--- src/rtl/temp_pkg.sv ---
`default_nettype none
// +----------------------------------------------------------------------------+
// | temp_pkg : shared types, defaults and helpers for the temperature monitor  |
// | Rev 1.0                                                                    |
// +----------------------------------------------------------------------------+
package temp_pkg;

   typedef enum logic [1:0] {
      NORMAL  = 2'd0,
      PENDING = 2'd1,
      ALARM   = 2'd2
   } temp_state_e;

   localparam logic [7:0] TEMP_THR_HI_DEF = 8'h25;
   localparam logic [7:0] TEMP_THR_LO_DEF = 8'h20;

   // Hit counter holds CONFIRM values up to 15.
   localparam int HIT_W = 4;

   function automatic int ch_idx_w(input int n);
      return (n > 1) ? $clog2(n) : 1;
   endfunction

endpackage
`default_nettype wire

--- src/rtl/temp_ch_fsm.sv ---
`default_nettype none
// +----------------------------------------------------------------------------+
// | temp_ch_fsm : per-channel block averager and hysteresis alarm FSM          |
// | Optional macro TEMP_ALARM_LATCH_EN makes alarm exit require clr.           |
// | Rev 1.0                                                                    |
// +----------------------------------------------------------------------------+
module temp_ch_fsm
   import temp_pkg::*;
#(
   parameter int WIDTH    = 8,
   parameter int AVG_LOG2 = 2,
   parameter int CONFIRM  = 2
) (
   input  logic             clk,
   input  logic             rst,
   input  logic             smp_valid,
   input  logic [WIDTH-1:0] smp_data,
   input  logic [WIDTH-1:0] thr_hi,
   input  logic [WIDTH-1:0] thr_lo,
   input  logic             clr,
   output logic             avg_done,
   output logic [WIDTH-1:0] avg_val,
   output logic             alarm
);

   localparam int ACC_W = WIDTH + AVG_LOG2;
   localparam int CNT_W = (AVG_LOG2 > 0) ? AVG_LOG2 : 1;

   logic [ACC_W-1:0] acc_q, acc_d;
   logic [CNT_W-1:0] smp_cnt_q, smp_cnt_d;
   logic [ACC_W-1:0] w_sum;
   logic             w_last;

   logic             ev_q;
   logic [WIDTH-1:0] avgr_q;
   temp_state_e      state_q, state_d;
   logic [HIT_W-1:0] hit_q, hit_d;
   logic             w_over, w_under, w_exit;
   logic [HIT_W-1:0] w_hit_inc;

   assign w_sum = acc_q + ACC_W'(smp_data);

   generate
      if (AVG_LOG2 == 0) begin : g_no_avg
         logic w_cnt_unused;
         assign w_cnt_unused = ^smp_cnt_q;
         assign w_last       = 1'b1;
      end else begin : g_avg
         assign w_last = (smp_cnt_q == {CNT_W{1'b1}});
      end
   endgenerate

   assign avg_done = smp_valid && w_last;
   assign avg_val  = w_sum[ACC_W-1:AVG_LOG2];

   always_comb begin
      acc_d     = acc_q;
      smp_cnt_d = smp_cnt_q;
      if (smp_valid) begin
         acc_d     = w_last ? '0 : w_sum;
         smp_cnt_d = w_last ? '0 : smp_cnt_q + 1'b1;
      end
   end

   assign w_over    = (avgr_q > thr_hi);
   assign w_under   = (avgr_q < thr_lo);
   assign w_hit_inc = hit_q + 1'b1;

`ifdef TEMP_ALARM_LATCH_EN
   // Exit needs clr and the most recent average below thr_lo, including one
   // being evaluated on the same cycle.
   logic below_q;
   assign w_exit = clr && (ev_q ? w_under : below_q);

   always_ff @(posedge clk or negedge rst) begin
      if (!rst)      below_q <= 1'b0;
      else if (ev_q) below_q <= w_under;
   end
`else
   logic w_clr_unused;
   assign w_clr_unused = clr;
   assign w_exit       = ev_q && w_under;
`endif

   always_comb begin
      state_d = state_q;
      hit_d   = hit_q;
      case (state_q)
         NORMAL: begin
            if (ev_q && w_over) begin
               hit_d = HIT_W'(1);
               if (CONFIRM <= 1) state_d = ALARM;
               else              state_d = PENDING;
            end
         end
         PENDING: begin
            if (ev_q) begin
               if (w_over) begin
                  hit_d = w_hit_inc;
                  if (w_hit_inc == HIT_W'(CONFIRM)) state_d = ALARM;
               end else begin
                  hit_d   = '0;
                  state_d = NORMAL;
               end
            end
         end
         ALARM: begin
            if (w_exit) begin
               hit_d   = '0;
               state_d = NORMAL;
            end
         end
         default: begin
            hit_d   = '0;
            state_d = NORMAL;
         end
      endcase
   end

   always_ff @(posedge clk or negedge rst) begin
      if (!rst) begin
         acc_q     <= '0;
         smp_cnt_q <= '0;
         ev_q      <= 1'b0;
         avgr_q    <= '0;
         state_q   <= NORMAL;
         hit_q     <= '0;
      end else begin
         acc_q     <= acc_d;
         smp_cnt_q <= smp_cnt_d;
         ev_q      <= avg_done;
         if (avg_done) avgr_q <= avg_val;
         state_q   <= state_d;
         hit_q     <= hit_d;
      end
   end

   assign alarm = (state_q == ALARM);

endmodule
`default_nettype wire

--- src/rtl/temp_alarm_mon.sv ---
`default_nettype none
// +----------------------------------------------------------------------------+
// | temp_alarm_mon : multi-channel averaging temperature alarm monitor          |
// | Optional macro TEMP_ALARM_LATCH_EN latches alarms until clr.               |
// | Rev 1.0                                                                    |
// +----------------------------------------------------------------------------+
module temp_alarm_mon
   import temp_pkg::*;
#(
   parameter int WIDTH    = 8,
   parameter int NCH      = 2,
   parameter int AVG_LOG2 = 2,
   parameter int CONFIRM  = 2
) (
   input  logic                     clk,
   input  logic                     rst,
   input  logic                     s_valid,
   input  logic [ch_idx_w(NCH)-1:0] s_ch,
   input  logic [WIDTH-1:0]         s_data,
   input  logic [WIDTH-1:0]         thr_hi,
   input  logic [WIDTH-1:0]         thr_lo,
   input  logic                     clr,
   output logic                     avg_valid,
   output logic [ch_idx_w(NCH)-1:0] avg_ch,
   output logic [WIDTH-1:0]         avg_data,
   output logic [NCH-1:0]           alarm,
   output logic                     r,
   output logic                     g
);

   localparam int            CHW     = ch_idx_w(NCH);
   localparam logic [CHW:0]  NCH_EXT = (CHW+1)'(NCH);

   logic                 w_accept;
   logic [NCH-1:0]       w_sel;
   logic [NCH-1:0]       w_done;
   logic [WIDTH-1:0]     w_avg [NCH];

   logic                 avg_valid_q, avg_valid_d;
   logic [CHW-1:0]       avg_ch_q, avg_ch_d;
   logic [WIDTH-1:0]     avg_data_q, avg_data_d;

   // Out-of-range tags are dropped before reaching any channel.
   assign w_accept = s_valid && ({1'b0, s_ch} < NCH_EXT);

   generate
      for (genvar i = 0; i < NCH; i++) begin : g_ch
         assign w_sel[i] = w_accept && (s_ch == CHW'(i));

         temp_ch_fsm #(
            .WIDTH    (WIDTH),
            .AVG_LOG2 (AVG_LOG2),
            .CONFIRM  (CONFIRM)
         ) u_ch (
            .clk       (clk),
            .rst       (rst),
            .smp_valid (w_sel[i]),
            .smp_data  (s_data),
            .thr_hi    (thr_hi),
            .thr_lo    (thr_lo),
            .clr       (clr),
            .avg_done  (w_done[i]),
            .avg_val   (w_avg[i]),
            .alarm     (alarm[i])
         );
      end
   endgenerate

   // At most one channel completes per cycle since only one sample arrives.
   always_comb begin
      avg_valid_d = 1'b0;
      avg_ch_d    = avg_ch_q;
      avg_data_d  = avg_data_q;
      for (int k = 0; k < NCH; k++) begin
         if (w_done[k]) begin
            avg_valid_d = 1'b1;
            avg_ch_d    = CHW'(k);
            avg_data_d  = w_avg[k];
         end
      end
   end

   always_ff @(posedge clk or negedge rst) begin
      if (!rst) begin
         avg_valid_q <= 1'b0;
         avg_ch_q    <= '0;
         avg_data_q  <= '0;
      end else begin
         avg_valid_q <= avg_valid_d;
         avg_ch_q    <= avg_ch_d;
         avg_data_q  <= avg_data_d;
      end
   end

   assign avg_valid = avg_valid_q;
   assign avg_ch    = avg_ch_q;
   assign avg_data  = avg_data_q;
   assign r         = |alarm;
   assign g         = ~(|alarm);

endmodule
`default_nettype wire

--- config.mk ---
export PLATFORM = sky130hd
export DESIGN_NAME = temp_alarm_mon
export DESIGN_NICKNAME = d
export VERILOG_FILES = /design/src/rtl/temp_pkg.sv /design/src/rtl/temp_ch_fsm.sv /design/src/rtl/temp_alarm_mon.sv
export SDC_FILE = /design/constraint.sdc
export NUM_CORES = 1
export LEC_CHECK = 0
export CORE_MARGIN = 5
export CORE_UTILIZATION = 55
export CTS_CLUSTER_SIZE = 28
export DETAILED_ROUTE_END_ITERATION = 8
export DONT_BUFFER_PORTS = 1
export GPL_ROUTABILITY_DRIVEN = 1
export PLACE_DENSITY_LB_ADDON = 0.3
export RECOVER_POWER = 25
export SYNTH_ARGS = -nofsm -noshare
export SYNTH_HDL_FRONTEND = slang
export SYNTH_SLANG_ARGS = --single-unit
--- constraint.sdc ---
create_clock -name clk -period 2.3 [get_ports clk]
set_input_delay 0.46 -clock clk [delete_from_list [all_inputs] [get_ports clk]]
set_output_delay 0.46 -clock clk [all_outputs]
set_load 0.05 [all_outputs]
==> results of run 1 <==
-- per-layer routing --
metal | part of all wire (%) | wire [microns] | global-route usage [%]
met5 | 0 | 0 | 0
met4 | 2.7 | 248 | 8.42
met3 | 6.1 | 559 | 6.83
met2 | 47 | 4300 | 32.6
met1 | 45 | 4110 | 26.0
-- state kept, by name, summed over array words and instances, names as in the netlist --
signal / count
g_ch.u_ch.acc_q: 20
g_ch.u_ch.state_q: 4
g_ch.u_ch.ev_q: 2
avg_data: 8
avg_valid: 1
g_ch.u_ch.avgr_q: 16
avg_ch: 1
g_ch.u_ch.smp_cnt_q: 4
g_ch.u_ch.hit_q: 8
-- per-stage QoR --
| step | util [%] | setup TNS [ns] | worst slack [ns] | cells |
|---|---|---|---|---|
| 2_1_floorplan | - | 0 | 0.0577 | 450 |
| 3_3_place_gp | 58.9 | 0 | 0.0155 | 550 |
| 3_5_place_dp | 58.9 | 0 | 0.00352 | 550 |
| 4_1_cts | 62.4 | 0 | 0.0310 | 568 |
| 5_1_grt | 62.8 | -0.107 | -0.0639 | 571 |
| 6_report | 62.8 | 0 | 0.0509 | 571 |
-- cells by family (layout without fill, tap and decap cells) --
| family | count (synthesis) | in the layout |
|---|---|---|
| AO/OA/AOI/OAI | 124 | 124 |
| XOR/XNOR | 14 | 14 |
| adder cells (fa/ha/maj) | 54 | 54 |
| buffers and inverters | 44 | 66 |
| flip-flops | 64 | 64 |
| multiplexers | 4 | 4 |
| AND/OR/NAND/NOR | 146 | 146 |
-- timing repair --
item                                    in CTS  in global routing
hold endpoints to repair                    64                  0
resized for setup                            0                  8
hold buffers                                 2                  0
buffers inserted                             0                  3
endpoints found under the setup margin       0                 10
-- final timing paths --
check / start / end / slack (ns) / cells after the start
worst min register to register: g_ch[0].u_ch.smp_cnt_q[1] / g_ch[0].u_ch.smp_cnt_q[1] / 0.49 / 2
worst max-delay path: g_ch[0].u_ch.acc_q[0] / g_ch[0].u_ch.acc_q[8] / 0.05 / 9
worst max register to register: g_ch[0].u_ch.acc_q[0] / g_ch[0].u_ch.acc_q[8] / 0.05 / 9
worst min-delay path: s_ch / g_ch[0].u_ch.smp_cnt_q[1] / 0.31 / 3
max in group asynchronous: rst / g_ch[1].u_ch.acc_q[2] / 0.41 / 2
min in group asynchronous: rst / g_ch[0].u_ch.avgr_q[3] / 1.05 / 2
-- report_power, final --
group	leakage, nW	internal (mW)	switching (mW)
Clock	0.110	0.611	0.465
Combinational	1.35	1.11	1.34
Sequential	0.811	1.56	0.675
-- worst reg2reg max path: cells and delay by family, from the launching register on --
kind | cells | cell delay (ns)
fa+ha+maj | 2 | 0.55
simple gates | 2 | 0.57
buf+inv | 1 | 0.04
flops | 1 | 0.37
compound gates | 4 | 0.66
-- layout by cell type (no fill, tap or decap), types with 3 or more instances in the layout --
cell / n
sky130_fd_sc_hd__o21ai_0: 27
sky130_fd_sc_hd__dfrtp_1: 64
sky130_fd_sc_hd__inv_1: 34
sky130_fd_sc_hd__nand2b_1: 8
sky130_fd_sc_hd__nor2b_1: 4
sky130_fd_sc_hd__ha_1: 50
sky130_fd_sc_hd__o21bai_1: 3
sky130_fd_sc_hd__nor2_1: 23
sky130_fd_sc_hd__o211ai_1: 7
sky130_fd_sc_hd__a22o_1: 9
sky130_fd_sc_hd__xnor2_1: 10
sky130_fd_sc_hd__xor2_1: 3
sky130_fd_sc_hd__buf_4: 12
sky130_fd_sc_hd__nand2_1: 68
sky130_fd_sc_hd__o22ai_1: 3
sky130_fd_sc_hd__nand3_1: 12
sky130_fd_sc_hd__o21a_1: 5
sky130_fd_sc_hd__nor3b_1: 3
sky130_fd_sc_hd__a211o_1: 3
sky130_fd_sc_hd__nor3_1: 8
sky130_fd_sc_hd__a21o_1: 8
sky130_fd_sc_hd__clkbuf_8: 9
sky130_fd_sc_hd__o21ai_1: 8
sky130_fd_sc_hd__nand4_1: 5
sky130_fd_sc_hd__and3_1: 3
sky130_fd_sc_hd__a21oi_1: 31
-- area by class of cell --
class | count | area (sq um)
Sequential cell | 64 | 1600
Clock inverter | 7 | 95.1
Tap cell | 99 | 124
Fill cell | 642 | 2720
Timing Repair Buffer | 14 | 105
Multi-Input combinational cell | 342 | 2390
Inverter | 36 | 135
Clock buffer | 9 | 124
==> results.py, run 1 <==
metrics = {
    "routing": {
        "drt-vias-per-instance": 5.81,
        "vias": 3320,
        "1st_iter_drt_viols": 129,
        "drt_wl_total_microns": 9220,
        "avgRoutedWirePerCell_microns": 16.2,
        "route.detailed.drc": 0,
        "drtAntennaViolNets": 0,
        "drt_pre_antenna_iters": 4,
    },
    "die": {
        "die_h_microns": 96.8,
        "floorplan.die_area_sq_um": 9360,
        "start_util_pct": 56.8,
        "core_sq_um": 7290,
        "die_width_microns": 96.8,
        "placement_rows": 31,
        "io_pins": 43,
    },
    "yosys": {
        "total_nets_after_synthesis": 533,
        "synth-adder-area-share_pct": 16.7,
        "yosys.area_share.simple_pct": 16.6,
        "synth_compound_area_share_pct": 19.8,
        "postSynthAreaPerCell_sq_um": 9.20,
        "synth_seq_cells": 64,
        "synth.yosys.warnings": 0,
        "synthMostInstantiatedCell": "sky130_fd_sc_hd__nand2_1",
        "synth-seq-area-share_pct": 38.7,
        "post_synth_num_cell_types": 56,
        "synth.top_cells.by_area": "sky130_fd_sc_hd__dfrtp_1 (39%), sky130_fd_sc_hd__ha_1 (16%), sky130_fd_sc_hd__nand2_1 (6.2%)",
        "synth_xor_xnor_area_share_pct": 2.96,
        "async_reset_ff_share_pct": 100,
        "synth.top_cell.area_share_pct": 38.7,
        "synth_common_cells": "sky130_fd_sc_hd__nand2_1 (68), sky130_fd_sc_hd__dfrtp_1 (64), sky130_fd_sc_hd__ha_1 (52)",
        "post_synth_inst_count": 450,
        "synth_top_family_by_area": "compound AO/OA/AOI/OAI gates",
        "synth_mux_area_share_pct": 1.06,
        "synth_enable_flop_cells": 0,
        "synthDominantAreaCellType": "sky130_fd_sc_hd__dfrtp_1",
        "synth_area_sq_um": 4140,
        "yosys_most_used_dff": "sky130_fd_sc_hd__dfrtp_1",
    },
    "clocking": {
        "clock_sink_count": 64,
        "clk_pin_slew_ns": 0.08,
        "cts-htree-levels": 3,
        "clk_latency_ns": 0.35,
        "clock-root-buffer": "sky130_fd_sc_hd__clkbuf_8",
        "cts_made_buffers": 9,
        "cts-root-to-sink-buffers": 2,
        "clock_tree_from_tritoncts": "yes",
    },
    "critical_path": {
        "critical_path.max_fanout": 3,
        "worstSetupStartpointType": "flip-flop",
        "crit_type": "reg2reg",
        "critical_path_arrival_ns": 2.53,
        "worstPathRequired_ns": 2.58,
        "critPathMaxStageDelay_ns": 0.37,
        "crit_chain": "ha_2 > inv_2 > fa_2 > and2b_1 > o31a_1 > o21ai_2 > a211o_1 > or3_1 > o21ai_1",
        "critical_path.endpoint_type": "flip-flop",
        "worst_path_dominant_cell_family": "compound AO/OA/AOI/OAI gates",
        "worst_path_max_delay_cell": "sky130_fd_sc_hd__dfrtp_1",
        "cp.buffers_inverters": 1,
    },
    "grt": {
        "first_pass_grt_wire_length_microns": 15600,
        "grt.total_usage_pct": 20.6,
        "grt_max_degree": 65,
        "grt_antenna_before_repair": 0,
        "grt_remaining_overflow": 0,
        "grt_pass1_vias": 3309,
    },
    "place": {
        "dpl.hpwl_microns": 7070,
        "portBuffers": 0,
        "dpl_cell_area_sq_um": 4290,
        "place_congestion": 0.876,
    },
    "sta": {
        "worst_margin_slew_ns": 1.42,
        "rsz0062_at_grt": "true",
        "slew_viol_final": 0,
        "finalWorstPathRequiredPeriod_ns": 2.25,
        "max_freq_mhz": 445,
        "max-slew-margin-rel_pct": 5.61,
        "final.hold.worst_slack_ns": 0.307,
        "hold_viol_final": 0,
        "report.final.setup_viol": 0,
        "fin_worst_skew_ns": 0.0113,
        "fin_crit_sh_pct": 97.8,
    },
    "power": {
        "worst_ir_drop_vdd_uv": 717,
        "power_per_cell_area_nw_per_um2": 1260,
        "total_leakage_power_nw": 2.27,
        "overall_power_mw": 5.77,
    },
    "flow_run": {
        "drv.max_cap_violation_count": 0,
    },
    "layout": {
        "antennaDiodeCount": 0,
        "finalInstanceArea_sq_um": 4580,
        "final_nets": 550,
        "final_layout_size_suffix_gt1_share_pct": 10.6,
        "area.growth.synth_to_final_pct": 10.6,
    },
    "outcome": {
        "status": "finished clean",
    },
    "hold_path": {
        "classification_of_the_worst_slack_hold_path": "in2reg",
    },
}
(Power assumes the default switching activity.)
==> run 2: changes to the inputs <==
- clock period: 2.3 -> 1.89 ns (I/O delays scaled with it)
==> run 2 against run 1 <==
Effect of this change: the run now ends with setup timing left; global-route usage increased by 2.9 points; flip-flop and latch count unchanged; final cell count increased by 8.6%; combinational power up 89%; design area is 19% higher; via count is 12% higher; die area did not move; first-iteration DRC count rose by 93%; clock skew barely moved.
==> results.py, run 2 (same netlist as run 1, synthesis figures left out) <==
metrics = {
    "critical_path": {
        "worst_path_max_delay_cell": "sky130_fd_sc_hd__dfrtp_1",
        "worst_path_dominant_cell_family": "compound AO/OA/AOI/OAI gates",
        "cp.buffers_inverters": 1,
        "critical_path.max_fanout": 3,
        "critical_path.endpoint_type": "flip-flop",
        "crit-reg2reg-launch": "g_ch[0].u_ch.acc_q[0]",
        "crit_chain": "ha_4 > inv_2 > fa_2 > and2b_1 > o31a_1 > o21ai_2 > a211o_1 > or3_1 > o21ai_1",
        "critPathMaxStageDelay_ns": 0.39,
        "worstSetupStartpointType": "flip-flop",
        "cp-startpoint": "g_ch[0].u_ch.acc_q[0]",
        "worstPathRequired_ns": 2.15,
        "crit_type": "reg2reg",
        "critical_path_arrival_ns": 2.44,
    },
    "sta": {
        "max_freq_mhz": 461,
        "fin_worst_skew_ns": 0.0115,
        "rsz0062_at_grt": "true",
        "hold_viol_final": 0,
        "setup_ws_ns": -0.282,
        "max-slew-margin-rel_pct": 41.2,
        "fin_crit_sh_pct": 115,
        "slew_viol_final": 0,
        "worst_margin_slew_ns": 0.882,
        "report.final.setup_viol": 27,
        "finalWorstPathRequiredPeriod_ns": 2.17,
    },
    "clocking": {
        "cts-root-to-sink-buffers": 2,
        "clk_pin_slew_ns": 0.07,
        "clock-root-buffer": "sky130_fd_sc_hd__clkbuf_8",
        "clock_sink_count": 64,
        "clock_tree_from_tritoncts": "yes",
        "clk_latency_ns": 0.35,
        "cts_made_buffers": 9,
        "cts-htree-levels": 3,
    },
    "die": {
        "floorplan.die_area_sq_um": 9360,
        "core_sq_um": 7290,
        "die_width_microns": 96.8,
        "die_h_microns": 96.8,
        "start_util_pct": 56.8,
        "placement_rows": 31,
        "io_pins": 43,
    },
    "layout": {
        "final_layout_size_suffix_gt1_share_pct": 30.9,
        "largest_reg_flops": 20,
        "layout_commonest_cell": "sky130_fd_sc_hd__nand2_1",
        "max_flop_register": "g_ch.u_ch.acc_q",
        "finalInstanceArea_sq_um": 5460,
        "final-instance-count-excl-fill": 620,
        "area.growth.synth_to_final_pct": 31.9,
        "largest_registers": "g_ch.u_ch.acc_q: 20 flops, g_ch.u_ch.avgr_q: 16 flops",
        "layout_common_cells": "sky130_fd_sc_hd__nand2_1 (67), sky130_fd_sc_hd__dfrtp_1 (60), sky130_fd_sc_hd__buf_4 (55), sky130_fd_sc_hd__ha_1 (34), sky130_fd_sc_hd__inv_1 (33)",
        "final_nets": 599,
        "fin_util_pct": 74.9,
        "antennaDiodeCount": 0,
    },
    "power": {
        "power_switching_mw": 3.75,
        "overall_power_mw": 8.74,
        "internal_power_mw": 5.00,
        "comb_power_share_pct": 53.0,
        "worst_ir_drop_vdd_uv": 901,
        "total_leakage_power_nw": 2.60,
        "power.share.switching_pct": 42.9,
        "pwr-share-clk_pct": 14.6,
        "seq_power_share_pct": 32.4,
        "power_per_cell_area_nw_per_um2": 1600,
    },
    "grt": {
        "grt.total_usage_pct": 23.6,
        "grt_pass1_vias": 3626,
        "grt_max_degree": 65,
        "grt_remaining_overflow": 0,
        "first_pass_grt_wire_length_microns": 18000,
        "grt_antenna_before_repair": 0,
    },
    "routing": {
        "route.detailed.drc": 0,
        "avgRoutedWirePerCell_microns": 19.6,
        "drtAntennaViolNets": 0,
        "vias": 3706,
        "drt-vias-per-instance": 5.98,
        "1st_iter_drt_viols": 249,
        "drt_wl_total_microns": 12100,
        "drt_pre_antenna_iters": 4,
    },
    "place": {
        "portBuffers": 0,
        "place_congestion": 0.896,
        "place.detailed.instances": 584,
        "dpl.hpwl_microns": 7640,
        "dpl_cell_area_sq_um": 4610,
        "post-place-ws_ns": -0.311,
    },
    "hold_path": {
        "classification_of_the_worst_slack_hold_path": "in2reg",
        "hold_path.startpoint": "s_ch",
    },
    "outcome": {
        "status": "complete, but fails checks",
        "violations": "setup timing",
    },
    "flow_run": {
        "drv.max_cap_violation_count": 0,
    },
}
## run 2: cell count changes in the layout (fill, tap and decap cells not counted), sizes merged
cell	change
buf	+48
clkbuf	+2
inv	-1
clkinvlp	-1
clkinv	+1
## run 2: final timing paths
check                                            end  cells past startpoint  slack, ns
hold reg to reg            g_ch[0].u_ch.smp_cnt_q[1]                      2       0.50
max in group asynchronous    g_ch[1].u_ch.state_q[0]                      2       0.50
setup reg to reg               g_ch[0].u_ch.acc_q[8]                      9      -0.28
hold / removal             g_ch[0].u_ch.smp_cnt_q[1]                      3       0.24
setup / recovery               g_ch[0].u_ch.acc_q[8]                      9      -0.28
min in group asynchronous    g_ch[0].u_ch.state_q[1]                      2       0.76
## run 2: final cells by class
class | instances | area, sq um
clock inverters | 6 | 83.8
clock buffers | 10 | 128
well taps | 99 | 124
fillers | 490 | 1830
inverters | 36 | 135
repair buffers | 63 | 498
multi-input cells | 342 | 2880
flip-flops and latches | 64 | 1610
## run 2: per-layer routing
layer,part of all wire [%],global-route usage (%)
met1,41,29.6
met2,50,38.9
met3,5.9,7.70
met4,2.6,6.70
met5,0,0
## run 2: timing repair
action,4_1_cts,5_1_grt
endpoints found under the setup margin,26,40
resized for setup,47,45
pin swaps,37,47
setup buffers,12,13
hold buffers,2,0
endpoints found under the hold margin,64,0
## run 2: stage by stage
step | setup TNS (ns) | hold slack, ns
floorplan | -0.624 | 0.0824
global placement | -2.58 | 0.0844
detailed placement | -3.29 | 0.0844
CTS | -2.15 | 0.229
global route | -6.17 | 0.233
finish | -3.42 | 0.237
## run 2: worst reg2reg max path: cells and delay by family (launching register included)
kind	cells	cell delay [ns]
AOI/OAI and AO/OA	4	0.64
adders and majority gates	2	0.50
buffers and inverters	1	0.04
DFF	1	0.39
and+or+nand+nor	2	0.54
## run 2: power by group through the flow
stage	clock network (mW)	logic (mW)	registers [mW]
after floorplan	0	2.34	2.57
after global placement	0	3.17	2.72
after detailed placement	0	3.33	2.75
after CTS	1.30	3.83	2.77
after global routing	1.38	5.04	2.89
final	1.28	4.63	2.83
==> run 3: changes to the inputs <==
- REMOVE_ABC_BUFFERS: default -> 1
- SYNTH_HIERARCHICAL: default -> 1
==> run 3 against run 2 <==
Effect of this change: the run still ends with setup timing left; highest routed layer unchanged; non-clock buffer count up 1; largest cell class unchanged; register-to-register slack better by 0.11 ns; global-route usage down 0.57 points; hold slack better by 0.065 ns; power up 0.71%; core utilization down 3.4 points.
==> results.py, run 3 <==
metrics = {
    "layout": {
        "fin_util_pct": 71.5,
        "final_nets": 619,
        "layout_commonest_cell": "sky130_fd_sc_hd__inv_1",
        "largest_registers": "g_ch.u_ch/acc_q: 20 flops, g_ch.u_ch/avgr_q: 16 flops",
        "max_flop_register": "g_ch.u_ch/acc_q",
        "area.growth.synth_to_final_pct": 26.9,
        "largest_reg_flops": 20,
        "layout_common_cells": "sky130_fd_sc_hd__inv_1 (65), sky130_fd_sc_hd__dfrtp_1 (63), sky130_fd_sc_hd__buf_4 (56), sky130_fd_sc_hd__nand2_1 (48), sky130_fd_sc_hd__ha_1 (42)",
        "final-instance-count-excl-fill": 642,
        "finalInstanceArea_sq_um": 5500,
        "antennaDiodeCount": 0,
        "final_layout_size_suffix_gt1_share_pct": 28.7,
    },
    "critical_path": {
        "crit_type": "reg2reg",
        "cp-startpoint": "g_ch[0].u_ch/avgr_q[1]",
        "critical_path.endpoint_type": "flip-flop",
        "worstSetupStartpointType": "flip-flop",
        "timing.rr.end": "g_ch[0].u_ch/hit_q[2]",
        "worstPathRequired_ns": 2.12,
        "critical_path_arrival_ns": 2.29,
        "timing.reg2reg.setup_slack_ns": -0.17,
        "crit-reg2reg-launch": "g_ch[0].u_ch/avgr_q[1]",
        "r2r.worst_path.cells": 7,
        "critical_path.max_fanout": 3,
    },
    "yosys": {
        "async_reset_ff_share_pct": 100,
        "synth.top_cells.by_area": "sky130_fd_sc_hd__dfrtp_1 (37%), sky130_fd_sc_hd__ha_1 (15%), sky130_fd_sc_hd__inv_1 (5.7%)",
        "yosys_most_used_dff": "sky130_fd_sc_hd__dfrtp_1",
        "post_synth_num_cell_types": 54,
        "post_synth_inst_count": 469,
        "synth_enable_flop_cells": 0,
        "postSynthAreaPerCell_sq_um": 9.24,
        "synth_area_sq_um": 4330,
        "synth_seq_cells": 64,
        "synth.yosys.warnings": 6,
        "synthDominantAreaCellType": "sky130_fd_sc_hd__dfrtp_1",
        "synth.top_cell.area_share_pct": 37.0,
        "synth-seq-area-share_pct": 37.0,
        "synthMostInstantiatedCell": "sky130_fd_sc_hd__inv_1",
        "synth_common_cells": "sky130_fd_sc_hd__inv_1 (66), sky130_fd_sc_hd__dfrtp_1 (64), sky130_fd_sc_hd__ha_1 (52)",
    },
    "routing": {
        "vias": 3677,
        "drt_pre_antenna_iters": 6,
        "route.detailed.drc": 0,
        "drt-vias-per-instance": 5.73,
        "1st_iter_drt_viols": 119,
        "avgRoutedWirePerCell_microns": 17.4,
        "drt_wl_total_microns": 11200,
        "drtAntennaViolNets": 0,
    },
    "power": {
        "power.share.switching_pct": 43.8,
        "power_switching_mw": 3.85,
        "comb_power_share_pct": 56.5,
        "seq_power_share_pct": 31.4,
        "total_leakage_power_nw": 2.65,
        "overall_power_mw": 8.80,
        "internal_power_mw": 4.95,
        "worst_ir_drop_vdd_uv": 980,
        "power_per_cell_area_nw_per_um2": 1600,
        "pwr-share-clk_pct": 12.1,
    },
    "sta": {
        "finalWorstPathRequiredPeriod_ns": 2.06,
        "fin_crit_sh_pct": 109,
        "rsz0062_at_grt": "true",
        "report.final.setup_viol": 23,
        "hold_viol_final": 0,
        "final.hold.worst_slack_ns": 0.302,
        "max-slew-margin-rel_pct": 40.3,
        "worst_margin_slew_ns": 0.896,
        "max_freq_mhz": 486,
        "slew_viol_final": 0,
        "fin_setup_tns_ns": -1.46,
        "setup_ws_ns": -0.168,
        "fin_worst_skew_ns": 0.00895,
    },
    "clocking": {
        "clock-root-buffer": "sky130_fd_sc_hd__clkbuf_8",
        "clk_pin_slew_ns": 0.07,
        "clock_sink_count": 64,
        "clock_tree_from_tritoncts": "yes",
        "clk_latency_ns": 0.34,
        "cts-htree-levels": 3,
        "cts-root-to-sink-buffers": 2,
        "cts_made_buffers": 9,
    },
    "hold_path": {
        "timing.hold.worst_path_depth": 2,
        "hold_path.startpoint": "s_data[0]",
        "classification_of_the_worst_slack_hold_path": "in2reg",
        "worstHoldEndpoint": "g_ch[0].u_ch/acc_q[0]",
    },
    "outcome": {
        "violations": "setup timing",
        "status": "complete, but fails checks",
    },
    "grt": {
        "grt_antenna_before_repair": 0,
        "grt.busiest_layer": "met2",
        "met3_use_gr_pct": 4.88,
        "first_pass_grt_wire_length_microns": 17900,
        "grt.total_usage_pct": 23.0,
        "grt_remaining_overflow": 0,
        "met2_global_route_usage_pct": 40.5,
        "grt_max_degree": 65,
        "grt_pass1_vias": 3799,
        "met1_usage_grt_pct": 26.1,
    },
    "place": {
        "dpl_cell_area_sq_um": 4810,
        "place_congestion": 0.920,
        "post-place-ws_ns": -0.302,
        "portBuffers": 0,
        "place.detailed.instances": 615,
        "dpl.hpwl_microns": 8090,
    },
    "die": {
        "io_pins": 43,
        "placement_rows": 32,
        "core_sq_um": 7690,
        "die_width_microns": 98.7,
        "die_h_microns": 98.7,
        "start_util_pct": 56.3,
        "floorplan.die_area_sq_um": 9750,
    },
    "flow_run": {
        "drv.max_cap_violation_count": 0,
    },
}
## run 3: changes by cell type after synthesis, moves of 9 or more
cell,change
sky130_fd_sc_hd__inv_1,+31
sky130_fd_sc_hd__nand2_1,-19
sky130_fd_sc_hd__o21ai_0,+12
sky130_fd_sc_hd__nor2_1,-10
sky130_fd_sc_hd__a22o_1,-9
sky130_fd_sc_hd__mux2i_1,+9
## run 3: power groups by stage
stage | Sequential [mW] | Combinational, mW | Clock (mW)
final | 2.76 | 4.97 | 1.07
after global routing | 2.84 | 5.44 | 1.17
after CTS | 2.74 | 4.41 | 1.09
after detailed placement | 2.73 | 3.94 | 0
after global placement | 2.70 | 3.74 | 0
after floorplan | 2.60 | 2.48 | 0
## run 3: cells by family (layout without fill, tap and decap cells)
group,after synthesis,count (layout),synth area share (%)
compound gates,129,129,20.0
flops,64,64,37.0
xor+xnor,18,18,3.64
fa+ha+maj,54,54,15.9
buf+inv,75,146,6.76
simple gates,111,111,12.2
mux,18,18,4.48
## run 3: layout make-up
class / count / area, sq um
inverters: 67 / 251
repair buffers: 64 / 505
multi-input cells: 330 / 2840
flip-flops and latches: 64 / 1600
fillers: 579 / 2190
clock buffers: 12 / 155
clock inverters: 3 / 17.5
well taps: 102 / 128
## run 3: worst max path at each step
| stage | to | slack (ns) | depth (start not counted) |
|---|---|---|---|
| finish | g_ch[0].u_ch/hit_q[2] | -0.17 | 7 |
| global route | g_ch[0].u_ch/hit_q[2] | -0.29 | 7 |
| CTS | avg_data[6] | -0.11 | 8 |
| detailed placement | g_ch[1].u_ch/avgr_q[6] | -0.30 | 8 |
| global placement | g_ch[1].u_ch/avgr_q[6] | -0.28 | 8 |
| floorplan | r | -0.63 | 3 |
## run 3: worst max-delay path, stage by stage (launching register included)
cell	delay [ns]
sky130_fd_sc_hd__dfrtp_1	0.41
sky130_fd_sc_hd__ha_4	0.27
sky130_fd_sc_hd__nor2b_4	0.12
sky130_fd_sc_hd__o211ai_1	0.16
sky130_fd_sc_hd__a2111oi_2	0.45
sky130_fd_sc_hd__or2_4	0.21
sky130_fd_sc_hd__a21oi_4	0.06
sky130_fd_sc_hd__a211o_1	0.26
## run 3: metal layers
| layer | share of wire [%] | wire (microns) | up-vias |
|---|---|---|---|
| met2 | 53 | 5920 | 80 |
| met4 | 3.4 | 378 | 0 |
| met3 | 4.4 | 490 | 39 |
| met5 | 0 | 0 | - |
| met1 | 39 | 4390 | 1785 |
| li1 | - | - | 1773 |
## run 3: repair_timing
action / CTS / global route
gates resized for setup: 46 / 49
gates cloned: 0 / 0
pin swaps: 31 / 36
endpoints found under the setup margin: 34 / 35
hold endpoints to repair: 64 / 0
setup buffers: 5 / 7
hold buffers: 2 / 0
